$ cat config.mk
export PLATFORM = sky130hd
export DESIGN_NAME = bunch_marker_trigger_generator_flat
export DESIGN_NICKNAME = d
export VERILOG_FILES = /design/src/rtl/bunch_marker_trigger_generator_pkg.sv /design/src/rtl/bunch_marker_trigger_generator_if.sv /design/src/rtl/bunch_marker_trigger_generator_revo_phase_detector.sv /design/src/rtl/bunch_marker_trigger_generator.sv /design/src/flat_wrapper.sv
export SDC_FILE = /design/constraint.sdc
export NUM_CORES = 1
export LEC_CHECK = 0
export ABC_AREA = 1
export CAP_MARGIN = 0
export CORE_UTILIZATION = 26
export DETAILED_ROUTE_END_ITERATION = 7
export PLACE_DENSITY = 0.52
export SYNTH_ARGS = -nofsm -noshare
export SYNTH_HDL_FRONTEND = slang
export SYNTH_SLANG_ARGS = --single-unit
$ cat constraint.sdc
create_clock -name clock_i -period 5.61 [get_ports clock_i]
set_input_delay 0.561 -clock clock_i [delete_from_list [all_inputs] [get_ports clock_i]]
set_output_delay 0.561 -clock clock_i [all_outputs]
set_load 0.02 [all_outputs]
$ cat src/rtl/bunch_marker_trigger_generator_pkg.sv
// bunch_marker_trigger_generator_pkg: default geometry constants and shared helpers
package bunch_marker_trigger_generator_pkg;
  localparam int DEF_ORBIT_CLOCKS = 1280;
  localparam int DEF_FRAME_DEPTH = 9;
  localparam int DEF_NUM_MARKERS = 4;
  localparam int DEF_POSITION_WIDTH = 11;
  localparam int DEF_PRESCALE_LOG2_WIDTH = 5;
  localparam int DEF_REVO_LOCK_COUNT = 3;
  function automatic logic [31:0] sat_inc32(input logic [31:0] v);
    return (&v) ? v : v + 32'd1;
  endfunction
endpackage

$ cat src/rtl/bunch_marker_trigger_generator_if.sv
// bunch_marker_trigger_generator_if: revo, configuration and marker/orbit status bundle
interface bunch_marker_trigger_generator_if
  import bunch_marker_trigger_generator_pkg::*;
#(
  parameter int FRAME_DEPTH = DEF_FRAME_DEPTH,
  parameter int NUM_MARKERS = DEF_NUM_MARKERS,
  parameter int POSITION_WIDTH = DEF_POSITION_WIDTH,
  parameter int PRESCALE_LOG2_WIDTH = DEF_PRESCALE_LOG2_WIDTH
);
  logic revo;
  logic trigger_enabled;
  logic [PRESCALE_LOG2_WIDTH-1:0] prescale_log2;
  logic [NUM_MARKERS*POSITION_WIDTH-1:0] marker_position;
  logic [NUM_MARKERS*FRAME_DEPTH-1:0] marker_frame_mask;
  logic trigger;
  logic [NUM_MARKERS-1:0] trigger_marker_id;
  logic frame;
  logic frame_start;
  logic locked;
  logic revo_error;
  logic [31:0] trigger_count;
  modport master (
    output revo, trigger_enabled, prescale_log2, marker_position, marker_frame_mask,
    input trigger, trigger_marker_id, frame, frame_start, locked, revo_error, trigger_count
  );
  modport slave (
    input revo, trigger_enabled, prescale_log2, marker_position, marker_frame_mask,
    output trigger, trigger_marker_id, frame, frame_start, locked, revo_error, trigger_count
  );
endinterface

$ cat src/rtl/bunch_marker_trigger_generator_revo_phase_detector.sv
// bunch_marker_trigger_generator_revo_phase_detector: revo sync, edge detect, lock and timeout tracking
module bunch_marker_trigger_generator_revo_phase_detector
  import bunch_marker_trigger_generator_pkg::*;
#(
  parameter int ORBIT_CLOCKS = DEF_ORBIT_CLOCKS,
  parameter int REVO_LOCK_COUNT = DEF_REVO_LOCK_COUNT
) (
  input  logic clock_i,
  input  logic reset_i,
  input  logic revo_i,
  input  logic last_i,
  output logic locked_o,
  output logic realign_o,
  output logic revo_error_o
);
  localparam int LCW = $clog2(REVO_LOCK_COUNT + 1);
  localparam int TW = $clog2(2 * ORBIT_CLOCKS);
  localparam logic [TW-1:0] TMAX = TW'(2 * ORBIT_CLOCKS - 1);
  logic [2:0] sync_q;
  logic [LCW-1:0] lock_cnt_q;
  logic [TW-1:0] tmo_q;
  logic locked_q, revo_error_q, rise, timeout;
  always_comb begin
    rise = sync_q[1] & ~sync_q[2];
    realign_o = rise & (~last_i | (~locked_q & (lock_cnt_q == '0)));
    timeout = locked_q & ~rise & (tmo_q == TMAX);
  end
  always_ff @(posedge clock_i) begin
    if (reset_i) begin
      sync_q <= '0;
      lock_cnt_q <= '0;
      tmo_q <= '0;
      locked_q <= 1'b0;
      revo_error_q <= 1'b0;
    end else begin
      sync_q <= {sync_q[1:0], revo_i};
      tmo_q <= rise ? '0 : (tmo_q == TMAX ? tmo_q : tmo_q + TW'(1));
      revo_error_q <= locked_q & ((rise & ~last_i) | timeout);
      if (realign_o) begin
        lock_cnt_q <= LCW'(1);
        locked_q <= 1'b0;
      end else if (timeout) begin
        lock_cnt_q <= '0;
        locked_q <= 1'b0;
      end else if (rise & ~locked_q) begin
        lock_cnt_q <= lock_cnt_q + LCW'(1);
        locked_q <= (lock_cnt_q + LCW'(1)) == LCW'(REVO_LOCK_COUNT);
      end
    end
  end
  assign locked_o = locked_q;
  assign revo_error_o = revo_error_q;
endmodule

$ cat src/rtl/bunch_marker_trigger_generator.sv
// bunch_marker_trigger_generator: orbit/frame tracking with prescaled, frame-shadowed bunch-marker triggers
module bunch_marker_trigger_generator
  import bunch_marker_trigger_generator_pkg::*;
#(
  parameter int ORBIT_CLOCKS = DEF_ORBIT_CLOCKS,
  parameter int FRAME_DEPTH = DEF_FRAME_DEPTH,
  parameter int NUM_MARKERS = DEF_NUM_MARKERS,
  parameter int POSITION_WIDTH = DEF_POSITION_WIDTH,
  parameter int PRESCALE_LOG2_WIDTH = DEF_PRESCALE_LOG2_WIDTH,
  parameter int REVO_LOCK_COUNT = DEF_REVO_LOCK_COUNT
) (
  input logic clock_i,
  input logic reset_i,
  bunch_marker_trigger_generator_if.slave bus
);
  localparam int CW = $clog2(ORBIT_CLOCKS);
  localparam int PCW = (1 << PRESCALE_LOG2_WIDTH) + 1;
  localparam int FD = FRAME_DEPTH;
  localparam int PW = POSITION_WIDTH;
  localparam logic [FD-1:0] TOKEN_RST = FD'(1) << (FD - 1);
  logic [CW-1:0] cnt_q;
  logic [FD-1:0] token_q;
  logic frame_q, frame_start_q, active_q, trigger_q;
  logic [NUM_MARKERS-1:0] id_q, hit;
  logic [PRESCALE_LOG2_WIDTH-1:0] ps_q;
  logic [NUM_MARKERS*PW-1:0] pos_q;
  logic [NUM_MARKERS*FD-1:0] mask_q;
  logic [PCW-1:0] pcnt_q;
  logic [31:0] tcount_q;
  logic last, boundary, prescale_hit, locked, realign, revo_error;
  bunch_marker_trigger_generator_revo_phase_detector #(
    .ORBIT_CLOCKS(ORBIT_CLOCKS),
    .REVO_LOCK_COUNT(REVO_LOCK_COUNT)
  ) u_revo (
    .clock_i(clock_i),
    .reset_i(reset_i),
    .revo_i(bus.revo),
    .last_i(last),
    .locked_o(locked),
    .realign_o(realign),
    .revo_error_o(revo_error)
  );
  always_comb begin
    last = cnt_q == CW'(ORBIT_CLOCKS - 1);
    boundary = last & token_q[0];
    prescale_hit = pcnt_q >= (PCW'(1) << ps_q);
  end
  // positions beyond the orbit never equal the counter, so they are silently ignored
  always_comb begin
    hit = '0;
    for (int k = 0; k < NUM_MARKERS; k++)
      hit[k] = active_q & locked & (pos_q[k*PW +: PW] == PW'(cnt_q)) & (|(mask_q[k*FD +: FD] & token_q));
  end
  always_ff @(posedge clock_i) begin
    if (reset_i) begin
      cnt_q <= '0;
      token_q <= TOKEN_RST;
      frame_q <= 1'b0;
      frame_start_q <= 1'b0;
      active_q <= 1'b0;
      trigger_q <= 1'b0;
      id_q <= '0;
      ps_q <= '0;
      pos_q <= '0;
      mask_q <= '0;
      pcnt_q <= PCW'(1);
      tcount_q <= '0;
    end else begin
      cnt_q <= (realign | last) ? '0 : cnt_q + CW'(1);
      token_q <= realign ? TOKEN_RST : last ? {token_q[0], token_q[FD-1:1]} : token_q;
      frame_q <= realign | last;
      frame_start_q <= token_q[FD-1];
      trigger_q <= |hit;
      id_q <= hit;
      tcount_q <= trigger_q ? sat_inc32(tcount_q) : tcount_q;
      if (boundary) begin
        ps_q <= bus.prescale_log2;
        pos_q <= bus.marker_position;
        mask_q <= bus.marker_frame_mask;
        if (bus.trigger_enabled) pcnt_q <= prescale_hit ? PCW'(1) : pcnt_q + PCW'(1);
      end
      active_q <= realign ? 1'b0 : boundary ? bus.trigger_enabled & prescale_hit : active_q;
    end
  end
  assign bus.trigger = trigger_q;
  assign bus.trigger_marker_id = id_q;
  assign bus.frame = frame_q;
  assign bus.frame_start = frame_start_q;
  assign bus.locked = locked;
  assign bus.revo_error = revo_error;
  assign bus.trigger_count = tcount_q;
endmodule
$ cat src/flat_wrapper.sv
// flat-port wrapper written by rule: the top's interface ports become plain ports
module bunch_marker_trigger_generator_flat import bunch_marker_trigger_generator_pkg::*;
#(
  parameter int ORBIT_CLOCKS = DEF_ORBIT_CLOCKS,
  parameter int FRAME_DEPTH = DEF_FRAME_DEPTH,
  parameter int NUM_MARKERS = DEF_NUM_MARKERS,
  parameter int POSITION_WIDTH = DEF_POSITION_WIDTH,
  parameter int PRESCALE_LOG2_WIDTH = DEF_PRESCALE_LOG2_WIDTH,
  parameter int REVO_LOCK_COUNT = DEF_REVO_LOCK_COUNT
)
  (clock_i, reset_i, bus_revo, bus_trigger_enabled, bus_prescale_log2, bus_marker_position, bus_marker_frame_mask, bus_trigger, bus_trigger_marker_id, bus_frame, bus_frame_start, bus_locked, bus_revo_error, bus_trigger_count);
  bunch_marker_trigger_generator_if #(.FRAME_DEPTH(FRAME_DEPTH), .NUM_MARKERS(NUM_MARKERS), .POSITION_WIDTH(POSITION_WIDTH), .PRESCALE_LOG2_WIDTH(PRESCALE_LOG2_WIDTH)) bus_i ();
  input logic clock_i;
  input logic reset_i;
  input wire logic [$bits(bus_i.revo)-1:0] bus_revo;
  input wire logic [$bits(bus_i.trigger_enabled)-1:0] bus_trigger_enabled;
  input wire logic [$bits(bus_i.prescale_log2)-1:0] bus_prescale_log2;
  input wire logic [$bits(bus_i.marker_position)-1:0] bus_marker_position;
  input wire logic [$bits(bus_i.marker_frame_mask)-1:0] bus_marker_frame_mask;
  output wire logic [$bits(bus_i.trigger)-1:0] bus_trigger;
  output wire logic [$bits(bus_i.trigger_marker_id)-1:0] bus_trigger_marker_id;
  output wire logic [$bits(bus_i.frame)-1:0] bus_frame;
  output wire logic [$bits(bus_i.frame_start)-1:0] bus_frame_start;
  output wire logic [$bits(bus_i.locked)-1:0] bus_locked;
  output wire logic [$bits(bus_i.revo_error)-1:0] bus_revo_error;
  output wire logic [$bits(bus_i.trigger_count)-1:0] bus_trigger_count;
  assign bus_i.revo = bus_revo;
  assign bus_i.trigger_enabled = bus_trigger_enabled;
  assign bus_i.prescale_log2 = bus_prescale_log2;
  assign bus_i.marker_position = bus_marker_position;
  assign bus_i.marker_frame_mask = bus_marker_frame_mask;
  assign bus_trigger = bus_i.trigger;
  assign bus_trigger_marker_id = bus_i.trigger_marker_id;
  assign bus_frame = bus_i.frame;
  assign bus_frame_start = bus_i.frame_start;
  assign bus_locked = bus_i.locked;
  assign bus_revo_error = bus_i.revo_error;
  assign bus_trigger_count = bus_i.trigger_count;
  bunch_marker_trigger_generator #(.ORBIT_CLOCKS(ORBIT_CLOCKS), .FRAME_DEPTH(FRAME_DEPTH), .NUM_MARKERS(NUM_MARKERS), .POSITION_WIDTH(POSITION_WIDTH), .PRESCALE_LOG2_WIDTH(PRESCALE_LOG2_WIDTH), .REVO_LOCK_COUNT(REVO_LOCK_COUNT)) u_core (.clock_i(clock_i), .reset_i(reset_i), .bus(bus_i));
endmodule
==> flow_summary.toml, run 1 <==
[run_status]
status = "completed"

[route]
wl_per_cell_um = 14.1
ant_nets = 0
vias = 9296
drtPass1Iterations = 5
drc = 0
wl_mm = 28.8
drt-initial-drc-count = 446
vias_per_cell = 4.54

[clocking]
holdBufCountCts = 0
clock-sinks = 197
cts_buffers = 17
clk_path_buf_depth = 2
ctsHtreeMaxLevel = 4
post_cts_buffers = 0
clk_latency_ps = 430
clk_pin_slew_ps = 80
cts_tree = "yes"
clock-root-buffer = "clkbuf_16"
cts-resized-gates = 0

[placed_design]
dpl_cell_area_mm2 = 0.0118
place_congestion = 0.879
numPortBuffers = 129
hpwlAfterDp_mm = 21.4

[power]
powerDensity_mw_per_mm2 = 223
power_leakage_uw = 0.00455
ir_worst_vdd_uv = 225

[timing]
maxSlewViolCount = 0
worst_pin_slew_ps = 1100
finalHoldViolCount = 0
period_share_pct = 65.7
final.setup_skew_ps = 13.5
max_freq_mhz = 271
setup_viol = 0
period_needed_ps = 3690
maxSlewHeadroom_pct = 26.2
rsz0062_at_grt = "no"
setup-tns-final_ps = 0

[logic_synthesis]
synth-compound-area-share_pct = 13.1
syn_area_mm2 = 0.0102
synthFlopType = "dfxtp_1"
synth-edff-count = 0
yosysSeqAreaShare_pct = 38.8
yosys_warnings = 0
muxShareOfSynthArea_pct = 0
syn_area_per_cell_um2 = 7.12
synth_top_family_by_area = "simple AND/OR/NAND/NOR gates"
ys_top_cells_by_area = "dfxtp_1 (39%), nor2_1 (9.8%), nand2_1 (9.1%)"
syn_nets = 1554
yosysUniqueCellTypes = 48
synth_adder_area_share_pct = 4.68
synthArstFlopShare_pct = 0
synth_top_area_cell = "dfxtp_1"
synthCells = 1427
synth_simple_gate_area_share_pct = 29.8
synth_xor_area_share_pct = 5.86
synth-seq-cells = 197
yosysTopAreaCellShare_pct = 38.8

[finish]
antenna_cells = 0
nets = 1644
area_growth_syn_to_layout_pct = 21.8
drive_gt1_share_pct = 4.05
n_fill_cell = 4265
design_area_mm2 = 0.0124

[setup_path]
crit_required_ps = 5890
worstSetupPathType = "flop to flop"
r2r_slack_ps = 1920
crit_end = "u_core.pcnt_q[16]"
rr_startpoint = "u_core.ps_q[2]"
end_kind = "flop"
worstSetupStartpoint = "u_core.ps_q[2]"
path_max_fanout = 32
reg2reg_depth = 15
critPathLaunchType = "flop"
reg2reg_to = "u_core.pcnt_q[16]"
critical_path_arrival_ps = 3970

[global_routing]
use_met1_pct = 19.8
met2_usage_pct = 24.2
grtUsageMet3_pct = 2.19
grt_usage_pct = 14.8
grt_pass1_wl_mm = 46.4
busiest_layer = "met2"
grt_max_degree = 121
antenna_found_initial = 0
grt_overflow = 0
grt_pass1_vias = 8688

[die]
die_area_mm2 = 0.0399
pin_count = 130
core.rowCount = 72
core-area_mm2 = 0.0386
die_w_um = 200
initial_core_util_pct = 26.4
die_h_um = 200

[flow_run]
max_cap_violations = 0

[worst_hold_path]
min-delay-start = "u_core.u_revo.sync_q[0]"
holdCritPathClass = "flop to flop"
kinds of logic (layout without fill, tap and decap cells):
family	Yosys count	in the layout
AO/OA/AOI/OAI	255	255
XOR/XNOR	68	68
adder cells (fa/ha/maj)	38	38
buffers and inverters	187	290
flip-flops	197	197
AND/OR/NAND/NOR	682	682
per-stage QoR:
step           total power [µW]  hold slack [ps]  std cells  setup WS [ps]  util, %
6_report                   2760              417       2048           1920     32.1
5_1_grt                    2870              467       2048           1390     32.1
4_1_cts                    2800              421       2048           1900     32.1
3_5_place_dp               1580              402       2016           1940     30.6
3_3_place_gp               1580              405       2016           2000     30.6
2_1_floorplan              1500              388       1427           3250        -
routing by layer:
metal	vias up	part of all wire, %
met3	32	2.9
met2	157	48
met4	0	2.1
met5	-	0
li1	4834	-
met1	4273	47
critical path: stages, from the launching register on:
cell and delay, ps:
dfxtp_1 590, inv_1 320, nor3_1 440, nand3_1 140, ha_1 320, inv_1 50, nor2_1 80, nand3_1 140
nor2_1 160, nand2_1 70, nand3_1 70, nor2_1 40, nand2_1 90, nand2_1 70, nand2_1 820, nor2_1 100
report_power, final:
| part | switching [µW] | leakage [µW] | internal, µW |
|---|---|---|---|
| logic | 62.1 | 0.00269 | 73.5 |
| registers | 7.34 | 0.00159 | 1400 |
| clock network | 580 | 0.000269 | 637 |
| total | 649 | 0.00455 | 2110 |
registers in the layout, summed over array words and instances, names as in the netlist, 2 cells and up:
signal	cells
u_core.token_q	9
u_core.ps_q	5
u_core.bus.trigger_marker_id	4
u_core.u_revo.lock_cnt_q	2
u_core.pos_q	44
u_core.pcnt_q	33
u_core.cnt_q	11
u_core.u_revo.tmo_q	12
u_core.u_revo.sync_q	3
u_core.mask_q	36
u_core.bus.trigger_count	32
cell type report:
class / count / area, µm² / share of cell area (%)
well taps: 518 / 648 / 5.24
clock buffers: 22 / 454 / 3.67
repair buffers: 132 / 1310 / 10.6
inverters: 126 / 478 / 3.86
clock inverters: 10 / 109 / 0.880
flip-flops and latches: 197 / 3940 / 31.9
multi-input cells: 1043 / 5430 / 43.9
placed cells by master (no fill, tap or decap), drive strengths merged:
master | synthesis | layout
nor2 | 276 | 276
nand2 | 253 | 253
dfxtp | 197 | 197
inv | 124 | 130
clkdlybuf4s50 | 0 | 129
o21ai | 116 | 116
a21oi | 109 | 109
nand3 | 63 | 63
xor2 | 43 | 43
ha | 38 | 38
nand4 | 38 | 38
nor3 | 33 | 33
xnor2 | 25 | 25
clkbuf | 32 | 22
o22ai | 19 | 19
nand3b | 5 | 5
nor3b | 4 | 4
nor4 | 4 | 4
buf | 29 | 3
clkinv | 2 | 3
and3 | 2 | 2
o21a | 2 | 2
o21bai | 2 | 2
a31oi | 2 | 2
a211oi | 2 | 2
or2 | 2 | 2
clkinvlp | 0 | 2
and2 | 1 | 1
a21o | 1 | 1
or3 | 1 | 1
o221ai | 1 | 1
o211ai | 1 | 1
bufinv | 0 | 1
Yosys cell counts, types with 2 or more instances:
| cell type | n |
|---|---|
| nor2_1 | 266 |
| nand2_1 | 247 |
| dfxtp_1 | 197 |
| inv_1 | 121 |
| o21ai_0 | 115 |
| a21oi_1 | 109 |
| nand3_1 | 58 |
| xor2_1 | 43 |
| ha_1 | 38 |
| nand4_1 | 37 |
| clkbuf_1 | 32 |
| nor3_1 | 32 |
| xnor2_1 | 25 |
| o22ai_1 | 19 |
| buf_4 | 9 |
| buf_2 | 8 |
| buf_1 | 7 |
| nor2_4 | 7 |
| buf_6 | 4 |
| nand2_4 | 4 |
| nand3_2 | 4 |
| nand3b_1 | 4 |
| nor3b_1 | 4 |
| nor4_1 | 3 |
| a211oi_1 | 2 |
| a31oi_1 | 2 |
| and3_1 | 2 |
| clkinv_1 | 2 |
| inv_4 | 2 |
| nand2_2 | 2 |
| nor2_8 | 2 |
| o21a_1 | 2 |
| o21bai_1 | 2 |
| or2_2 | 2 |
worst min-delay path by stage:
stage | end | slack [ps] | cells past startpoint
3_5_place_dp | u_core.u_revo.sync_q[1] | 400 | 2
5_1_grt | u_core.u_revo.sync_q[1] | 470 | 2
2_1_floorplan | u_core.u_revo.sync_q[1] | 390 | 2
6_report | u_core.u_revo.sync_q[1] | 420 | 2
3_3_place_gp | u_core.u_revo.sync_q[1] | 400 | 2
4_1_cts | u_core.u_revo.sync_q[1] | 420 | 2
Note: power is estimated with default switching activity, not from simulation.
==> inputs of run 2 (changes only) <==
--- a/config.mk
+++ b/config.mk
@@ -9,7 +9,7 @@
 export CAP_MARGIN = 0
 export CORE_UTILIZATION = 26
 export DETAILED_ROUTE_END_ITERATION = 7
-export PLACE_DENSITY = 0.52
+export PLACE_DENSITY = 0.53
 export SYNTH_ARGS = -nofsm -noshare
 export SYNTH_HDL_FRONTEND = slang
 export SYNTH_SLANG_ARGS = --single-unit
==> constraint.sdc (replaced) <==
create_clock -name clock_i -period 3.25 [get_ports clock_i]
set_input_delay 0.325 -clock clock_i [delete_from_list [all_inputs] [get_ports clock_i]]
set_output_delay 0.325 -clock clock_i [all_outputs]
set_load 0.02 [all_outputs]
==> flow_summary.toml, run 2 (synthesis results as in run 1) <==
[power]
powerDensity_mw_per_mm2 = 387
power_leakage_uw = 0.00460
power_uw = 4820
ir_worst_vdd_uv = 345

[clocking]
clock-root-buffer = "clkbuf_16"
cts_tree = "yes"
ctsHtreeMaxLevel = 4
cts-resized-gates = 0
clock-sinks = 197
clk_path_buf_depth = 2
post_cts_buffers = 0
clk_pin_slew_ps = 70
clk_latency_ps = 440
cts_buffers = 17
holdBufCountCts = 0

[route]
drtPass1Iterations = 5
wl_mm = 28.8
vias = 9317
routed.top_layer = "met4"
met2WireLength_mm = 14.0
drc = 0
wl_met1_mm = 13.5
drt-initial-drc-count = 408
wl_per_cell_um = 14.0
wl_met3_um = 757
ant_nets = 0
vias_per_cell = 4.53

[setup_path]
path_max_fanout = 20
worstSetupPathType = "flop to flop"
critPathLaunchType = "flop"
critical_path_arrival_ps = 3170
crit_required_ps = 3580
end_kind = "flop"

[finish]
final_cell_mix = "nor2_1 (266), nand2_1 (247), dfxtp_1 (197)"
drive_gt1_share_pct = 4.55
design_area_mm2 = 0.0125
final_common_cell = "nor2_1"
fin_cells = 2056
reg_top3 = "u_core.pos_q: 44 flops, u_core.mask_q: 36 flops, u_core.pcnt_q: 33 flops"
largest_register_ffs = 44
nets = 1651
regMostFlops = "u_core.pos_q"
area_growth_syn_to_layout_pct = 22.6

[global_routing]
grt_overflow = 0
grt_pass1_vias = 8884
antenna_found_initial = 1
grt_usage_pct = 14.9
grt_pass1_wl_mm = 46.8
grt_max_degree = 121

[placed_design]
dpl_cell_area_mm2 = 0.0119
numPortBuffers = 129
dpl.cell_count = 2023
place_congestion = 0.895
hpwlAfterDp_mm = 21.7

[run_status]
status = "completed"

[timing]
max_freq_mhz = 352
final.setup_skew_ps = 16.7
finalHoldViolCount = 0
period_needed_ps = 2840
period_share_pct = 87.4
fin_hold_ws_ps = 413
maxSlewHeadroom_pct = 33.2
setup_viol = 0
maxSlewViolCount = 0
rsz0062_at_grt = "no"
worst_pin_slew_ps = 1000
setup-tns-final_ps = 0

[die]
initial_core_util_pct = 26.4
die_w_um = 200
die_area_mm2 = 0.0399
pin_count = 130
core-area_mm2 = 0.0386
core.rowCount = 72
die_h_um = 200

[flow_run]
max_cap_violations = 0

[worst_hold_path]
holdCritPathClass = "flop to flop"
run 2: cell types whose count changed in the layout (fill, tap and decap cells not counted), sizes merged:
cell / previous run / this run
buf: 3 / 10
bufinv: 1 / 2
clkbuf: 22 / 20
clkinv: 3 / 5
diode: 0 / 1
inv: 130 / 129
run 2: stage by stage:
| stage | util (%) | setup WS [ps] |
|---|---|---|
| 2_1_floorplan | - | 888 |
| 6_report | 32.3 | 409 |
| 5_1_grt | 32.3 | 14.0 |
| 3_5_place_dp | 30.8 | 399 |
| 3_3_place_gp | 30.8 | 427 |
| 4_1_cts | 32.3 | 380 |
run 2: area by class of cell:
type	count	area, µm²
clock inverter	12	143
multi-input combinational	1043	5430
fill	4256	26100
antenna	1	2.50
sequential	197	3940
tap	518	648
inverter	126	478
clock buffer	20	437
timing repair buffer	139	1380
run 2: routing by layer:
| layer | GRT usage [%] | up-vias |
|---|---|---|
| met1 | 19.4 | 4273 |
| met2 | 25.2 | 157 |
| met4 | 4.95 | 0 |
| li1 | - | 4857 |
| met3 | 2.30 | 30 |
| met5 | 0 | - |
run 2: worst paths after layout:
kind                            from                 endpoint  slack, ps  depth (start not counted)
min reg2reg  u_core.u_revo.sync_q[0]  u_core.u_revo.sync_q[1]        410                          2
max reg2reg           u_core.ps_q[2]        u_core.pcnt_q[21]        410                         16
min          u_core.u_revo.sync_q[0]  u_core.u_revo.sync_q[1]        410                          2
max                   u_core.ps_q[2]        u_core.pcnt_q[21]        410                         16
run 2: power by group:
part	switching [µW]	total, µW	internal, µW
registers	13.4	2430	2420
logic	106	237	131
clock network	997	2150	1150
run 2: critical path: stages (launching register included):
cell and delay, ps:
dfxtp_1 610, inv_1 110, nor3_1 380, nand3_1 140
ha_1 310, nand2_1 60, nor2_1 160, nand2_1 80
nor2_1 140, nand2_1 70, nand3_1 70, nor2_1 40
nand2_1 80, nand2_1 70, nand2_1 90, buf_4 260
nor2_1 70
==> patch 1: new RTL, flow settings as in run 2 <==
Change the package constant `DEF_ORBIT_CLOCKS` from 1280 to 5120.
--- a/src/rtl/bunch_marker_trigger_generator_pkg.sv
+++ b/src/rtl/bunch_marker_trigger_generator_pkg.sv
@@ -1,5 +1,5 @@
 // bunch_marker_trigger_generator_pkg: default geometry constants and shared helpers
 package bunch_marker_trigger_generator_pkg;
-  localparam int DEF_ORBIT_CLOCKS = 1280;
+  localparam int DEF_ORBIT_CLOCKS = 5120;
   localparam int DEF_FRAME_DEPTH = 9;
   localparam int DEF_NUM_MARKERS = 4;
Formal check against the unedited RTL: no difference found for any inputs over 10 cycles, from zero or initial values and one cycle with reset_i high; that may be too few to reach the edited logic, so the function may still have changed.
==> patch 1 against run 2 <==
Worst setup slack lost 0.070 ns. Power increased by 16%. Sequential cell count is 4 higher. Wire length grew 5.1%. Sequential share of layout area is 0.85 points lower. Synthesized area is 1.8% higher. Critical path depth stayed put. Cell area rose by 4.9%. Via count rose by 5.4%. Core utilization rose by 1.3 points. Largest cell class unchanged.
==> patch 1: results (changes against run 2) <==
| Metric | Value |
|---|---|
| Status | `finished clean` |
| Placed insts | `2,104 (+4.0%)` |
| Final Skew | `0.0318 ns (+0.0151 ns)` |
| Area contributors post-synth | `dfxtp_1 (39%), nand2_1 (11%), nor2_1 (9.7%)` |
| Placed cell areas | `12,200 µm² (+2.8%)` |
| Mapped Cells | `1,497 (+4.9%)` |
| HP Class | `in2reg` |
| Pwr dens | `428 nW/µm² (+11%)` |
| Most common library cells after synthesis | `nand2_1 (292), nor2_1 (267), dfxtp_1 (201)` |
| Clock Latency Late Sink | `0.53 ns (+0.09 ns)` |
| 1st-iter DRT viols | `439 (+7.6%)` |
| First-pass DRT Iterations | `4 (-1)` |
| CTS H-tree lvls | `1 (-3)` |
| Post-Route WL | `30,300 µm (+5.1%)` |
| Pin count of the biggest net entering global routing | `79 (-35%)` |
| Max stage delay on crit path | `0.36 ns (-0.25 ns)` |
| Mapped Nets | `1,624 (+4.5%)` |
| Routed length per instance | `14.1 µm (+0.64%)` |
| Clock tree buffer depth | `3 (+1)` |
| Vias in the first global route | `9,514 (+7.1%)` |
| CTS Buf Count | `25 (+8)` |
| DP HPWL | `22,600 µm (+4.3%)` |
| GPL Wtd Cong | `0.909 (+1.6%)` |
| CP Max Fanout | `22 (+10%)` |
| # fillers | `4,222 (-0.80%)` |
==> patch 1: cell types whose count changed in the layout (fill, tap and decap cells not counted), sizes merged, moves of 3 or more <==
cell           run 2  this run
nand2            253       297
a21oi            109       124
clkinv             5        11
o22ai             19        26
inv              129       138
nand3             63        60
dfxtp            197       201
nor2             276       272
xnor2             25        20
buf               10        20
clkbuf            20        31
o21ai            116       113
==> patch 1: path summary, 6_finish.rpt <==
check	startpoint	end	slack [ns]	cells past startpoint
worst max-delay path	u_core.ps_q[1]$_SDFFE_PP0P_	u_core.pcnt_q[20]$_SDFFE_PP0P_	0.34	16
worst min-delay path	reset_i	u_core.u_revo.tmo_q[9]$_SDFFE_PP0P_	0.21	4
worst max register to register	u_core.ps_q[1]$_SDFFE_PP0P_	u_core.pcnt_q[20]$_SDFFE_PP0P_	0.34	16
worst min register to register	u_core.u_revo.sync_q[0]$_SDFF_PP0_	u_core.u_revo.sync_q[1]$_SDFF_PP0_	0.40	2
==> patch 1: kinds of logic after synthesis <==
kind of cell | count (synthesis) | synth area share (%)
fa+ha+maj | 38 | 4.60
buf+inv | 200 | 7.81
compound gates | 277 | 14.0
mux | 1 | 0.0968
simple gates | 715 | 29.1
flops | 201 | 38.9
xor+xnor | 65 | 5.50
==> patch 1: metal layers <==
layer / up-vias / part of all wire [%] / GRT usage [%]
li1: 5110 / - / -
met1: 4473 / 50 / 20.3
met2: 192 / 44 / 23.8
met3: 47 / 4.2 / 2.14
met4: 0 / 2.1 / 3.76
met5: - / 0 / 0
==> patch 1: power breakdown <==
| group | switching, W | leakage [nW] | internal (W) |
|---|---|---|---|
| Sequential | 0.00000777 | 1.62 | 0.00247 |
| Combinational | 0.000112 | 2.76 | 0.000131 |
| Clock | 0.00110 | 0.416 | 0.00177 |
==> patch 1: cell type report <==
cell class / instances / area share (%)
multi-input combinational: 1096 / 42.4
sequential: 201 / 30.8
timing repair buffer: 148 / 11.3
clock buffer: 31 / 5.11
tap: 518 / 4.96
inverter: 141 / 4.06
clock inverter: 13 / 1.34
==> patch 1: repair_timing <==
action | CTS | global route
buffers inserted | 0 | 0
setup endpoints to repair | 0 | 22
gates resized for setup | 0 | 5
==> patch 1: tightest hold or removal path, stage by stage <==
cell     delay (ns)
buf_2          0.14
nor2_1         0.12
nand2_1        0.08
inv_1          0.03
==> patch 1: stage by stage <==
step	util [%]	setup WS (ns)	power [W]	hold WS [ns]
final	33.6	0.339	0.00560	0.209
after global routing	33.6	0.0570	0.00582	0.248
after CTS	33.5	0.101	0.00569	0.199
after detailed placement	31.4	0.132	0.00278	0.399
after global placement	31.4	0.292	0.00278	0.404
after floorplan	-	0.769	0.00263	0.388
==> patch 2: new RTL, config.mk and constraints of run 2 <==
Made on the original files. Reset style: asynchronous (`reset_i`), changed in 2 clocked blocks.
--- a/src/rtl/bunch_marker_trigger_generator_revo_phase_detector.sv
+++ b/src/rtl/bunch_marker_trigger_generator_revo_phase_detector.sv
@@ -26,5 +26,5 @@
     timeout = locked_q & ~rise & (tmo_q == TMAX);
   end
-  always_ff @(posedge clock_i) begin
+  always_ff @(posedge clock_i or posedge reset_i) begin
     if (reset_i) begin
       sync_q <= '0;
--- a/src/rtl/bunch_marker_trigger_generator.sv
+++ b/src/rtl/bunch_marker_trigger_generator.sv
@@ -52,5 +52,5 @@
       hit[k] = active_q & locked & (pos_q[k*PW +: PW] == PW'(cnt_q)) & (|(mask_q[k*FD +: FD] & token_q));
   end
-  always_ff @(posedge clock_i) begin
+  always_ff @(posedge clock_i or posedge reset_i) begin
     if (reset_i) begin
       cnt_q <= '0;
Formal check against the unedited RTL: differs if reset_i is asserted again (counterexample within 4 cycles, from zero or initial values and one cycle with reset_i high); with reset_i held inactive, the same outputs for 10 cycles.
==> patch 2 against run 2 <==
Count of clock-buffer cells in the layout unchanged. Sequential share of layout area up 4.6 points. Die area up 8.3%. Global-route usage down 0.19 points. Non-clock buffer count up 14. Synthesized cell count down 6.9%. Cell area up 9.1%. Sequential cell count unchanged. Worst setup slack better by 0.052 ns. First-iteration DRC count up 22%. Synthesized area up 8.4%. Wire length up 6.2%. Largest cell class unchanged. Highest routed layer unchanged.
Power is not compared: it rests on default switching activity, and its combinational part moved more than twofold at a synthesized area within 25%.
==> patch 2: results (changes against run 2) <==
| Metric | Value |
|---|---|
| Most common library cells after synthesis | `nand2_1 (300), nor2_1 (205), dfrtp_1 (195)` |
| Fin nets | `1,589 (-3.8%)` |
| First-pass DRT Iterations | `5 (unchanged)` |
| Hold Startpoint | `u_core.u_revo.sync_q[0]$_DFF_PP0_` |
| Vias | `9,096 (-2.4%)` |
| CP Max Fanout | `18 (-10%)` |
| Port Buffers | `129 (unchanged)` |
| RR Endpoint | `u_core.pcnt_q[23]$_DFFE_PP0P_` |
| CTS H-tree lvls | `4 (unchanged)` |
| Clock Latency Late Sink | `0.45 ns` |
| CTS Buf Count | `17 (unchanged)` |
| Vias in the first global route | `9,338 (+5.1%)` |
| Worst relative slew slack | `46.2% (+13 points)` |
| Clock tree buffer depth | `2 (unchanged)` |
| CP endpoint | `u_core.pcnt_q[23]$_DFFE_PP0P_` |
| Worst r2r path cells | `15 (-1)` |
| 1st-iter DRT viols | `496 (+22%)` |
| Layout cells sized above 1 | `8.35% (+3.8 points)` |
| R2R Setup Slk | `0.46 ns (+0.05 ns)` |
| Post-Route WL | `30,600 µm (+6.2%)` |
| RR Startpoint | `u_core.ps_q[2]$_DFFE_PP0P_` |
| Crit path launch | `u_core.ps_q[2]$_DFFE_PP0P_` |
| Synth async-reset ratio | `100% (+100 points)` |
| Clock Tree Root | `clkbuf_16` |
| Global-route wire length before repair | `50,500 µm (+8.1%)` |
| Distinct cells, synth | `42 (-13%)` |
| GPL Wtd Cong | `0.885 (-1.1%)` |
| DP HPWL | `23,600 µm (+8.8%)` |
| Antenna cell count | `0 (-1)` |
| Clk slew on worst S/H paths | `0.08 ns` |
| Initial antenna violation count | `0 (-1)` |
| # fillers | `4,446 (+4.5%)` |
| Register area share after synthesis | `44.8% (+6.0 points)` |
| Final Skew | `0.0148 ns (-0.00192 ns)` |
| Mapped Nets | `1,455 (-6.4%)` |
| Hold Path Depth | `0 (-2)` |
| Post-layout util | `32.5% (+0.16 points)` |
| Status | `finished clean` |
| Top FF cell, synth | `dfrtp_1` |
| Area contributors post-synth | `dfrtp_1 (44%), nand2_1 (10%), nor2_1 (7.0%)` |
| Hold endpoint | `u_core.u_revo.sync_q[1]$_DFF_PP0_` |
| GRT Total Usage | `14.8% (-0.19 points)` |
| Pin count of the biggest net entering global routing | `43 (-64%)` |
| Maximum vdd drop | `0.296 mV` |
| Leak | `6.14 nW` |
patch 2: critical path, stage by stage (launching register included):
cell	delay (ns)
dfrtp_1	0.64
inv_1	0.13
nor3_2	0.28
nand3_1	0.12
ha_1	0.32
nand2_1	0.06
nor2_1	0.15
nand3_1	0.11
nor2_1	0.11
nand2_1	0.06
nand2_1	0.05
nor2_1	0.04
nand2_1	0.09
nand2_1	0.12
inv_2	0.27
nor2_1	0.10
patch 2: routing by layer:
metal	vias to the layer above	track usage, %	routed length, µm
li1	4577	-	-
met1	4331	19.4	14400
met2	172	24.7	14700
met3	16	2.81	1080
met4	0	3.81	341
met5	-	0	0
patch 2: stage by stage:
| stage | power (W) | cell area, µm² | instances | setup slack [ns] | hold slack, ns |
|---|---|---|---|---|---|
| 3_5_place_dp | 0.00322 | 13000 | 1982 | 0.325 | 0.338 |
| 2_1_floorplan | 0.00297 | 11000 | 1328 | 0.380 | 0.331 |
| 3_3_place_gp | 0.00321 | 13000 | 1982 | 0.346 | 0.338 |
| 5_1_grt | 0.00559 | 13600 | 2012 | 0.143 | 0.354 |
| 6_report | 0.00532 | 13600 | 2012 | 0.461 | 0.350 |
| 4_1_cts | 0.00541 | 13600 | 2012 | 0.276 | 0.355 |
patch 2: what timing repair did:
action | 4_1_cts | 5_1_grt
resized for setup | 0 | 1
endpoints found under the setup margin | 0 | 13
setup buffers | 0 | 0
patch 2: power by group:
| group | switching, W | internal [W] | leakage, nW |
|---|---|---|---|
| registers | 0.0000984 | 0.00254 | 2.52 |
| logic | 0.000266 | 0.000253 | 3.34 |
| clock network | 0.00102 | 0.00114 | 0.282 |
| total | 0.00138 | 0.00393 | 6.14 |
patch 2: cell families after synthesis:
| logic type | Yosys count | share of synthesized area (%) |
|---|---|---|
| simple gates | 654 | 24.9 |
| flops | 197 | 44.8 |
| buf+inv | 169 | 6.46 |
| compound gates | 139 | 6.88 |
| xor+xnor | 80 | 6.36 |
| mux | 51 | 6.24 |
| fa+ha+maj | 38 | 4.32 |
patch 2: final cells by class:
class	count	area share, %
flip-flops and latches	197	36.3
multi-input cells	962	39.6
clock inverters	10	0.857
inverters	131	3.65
well taps	539	4.96
clock buffers	20	3.44
repair buffers	153	11.2
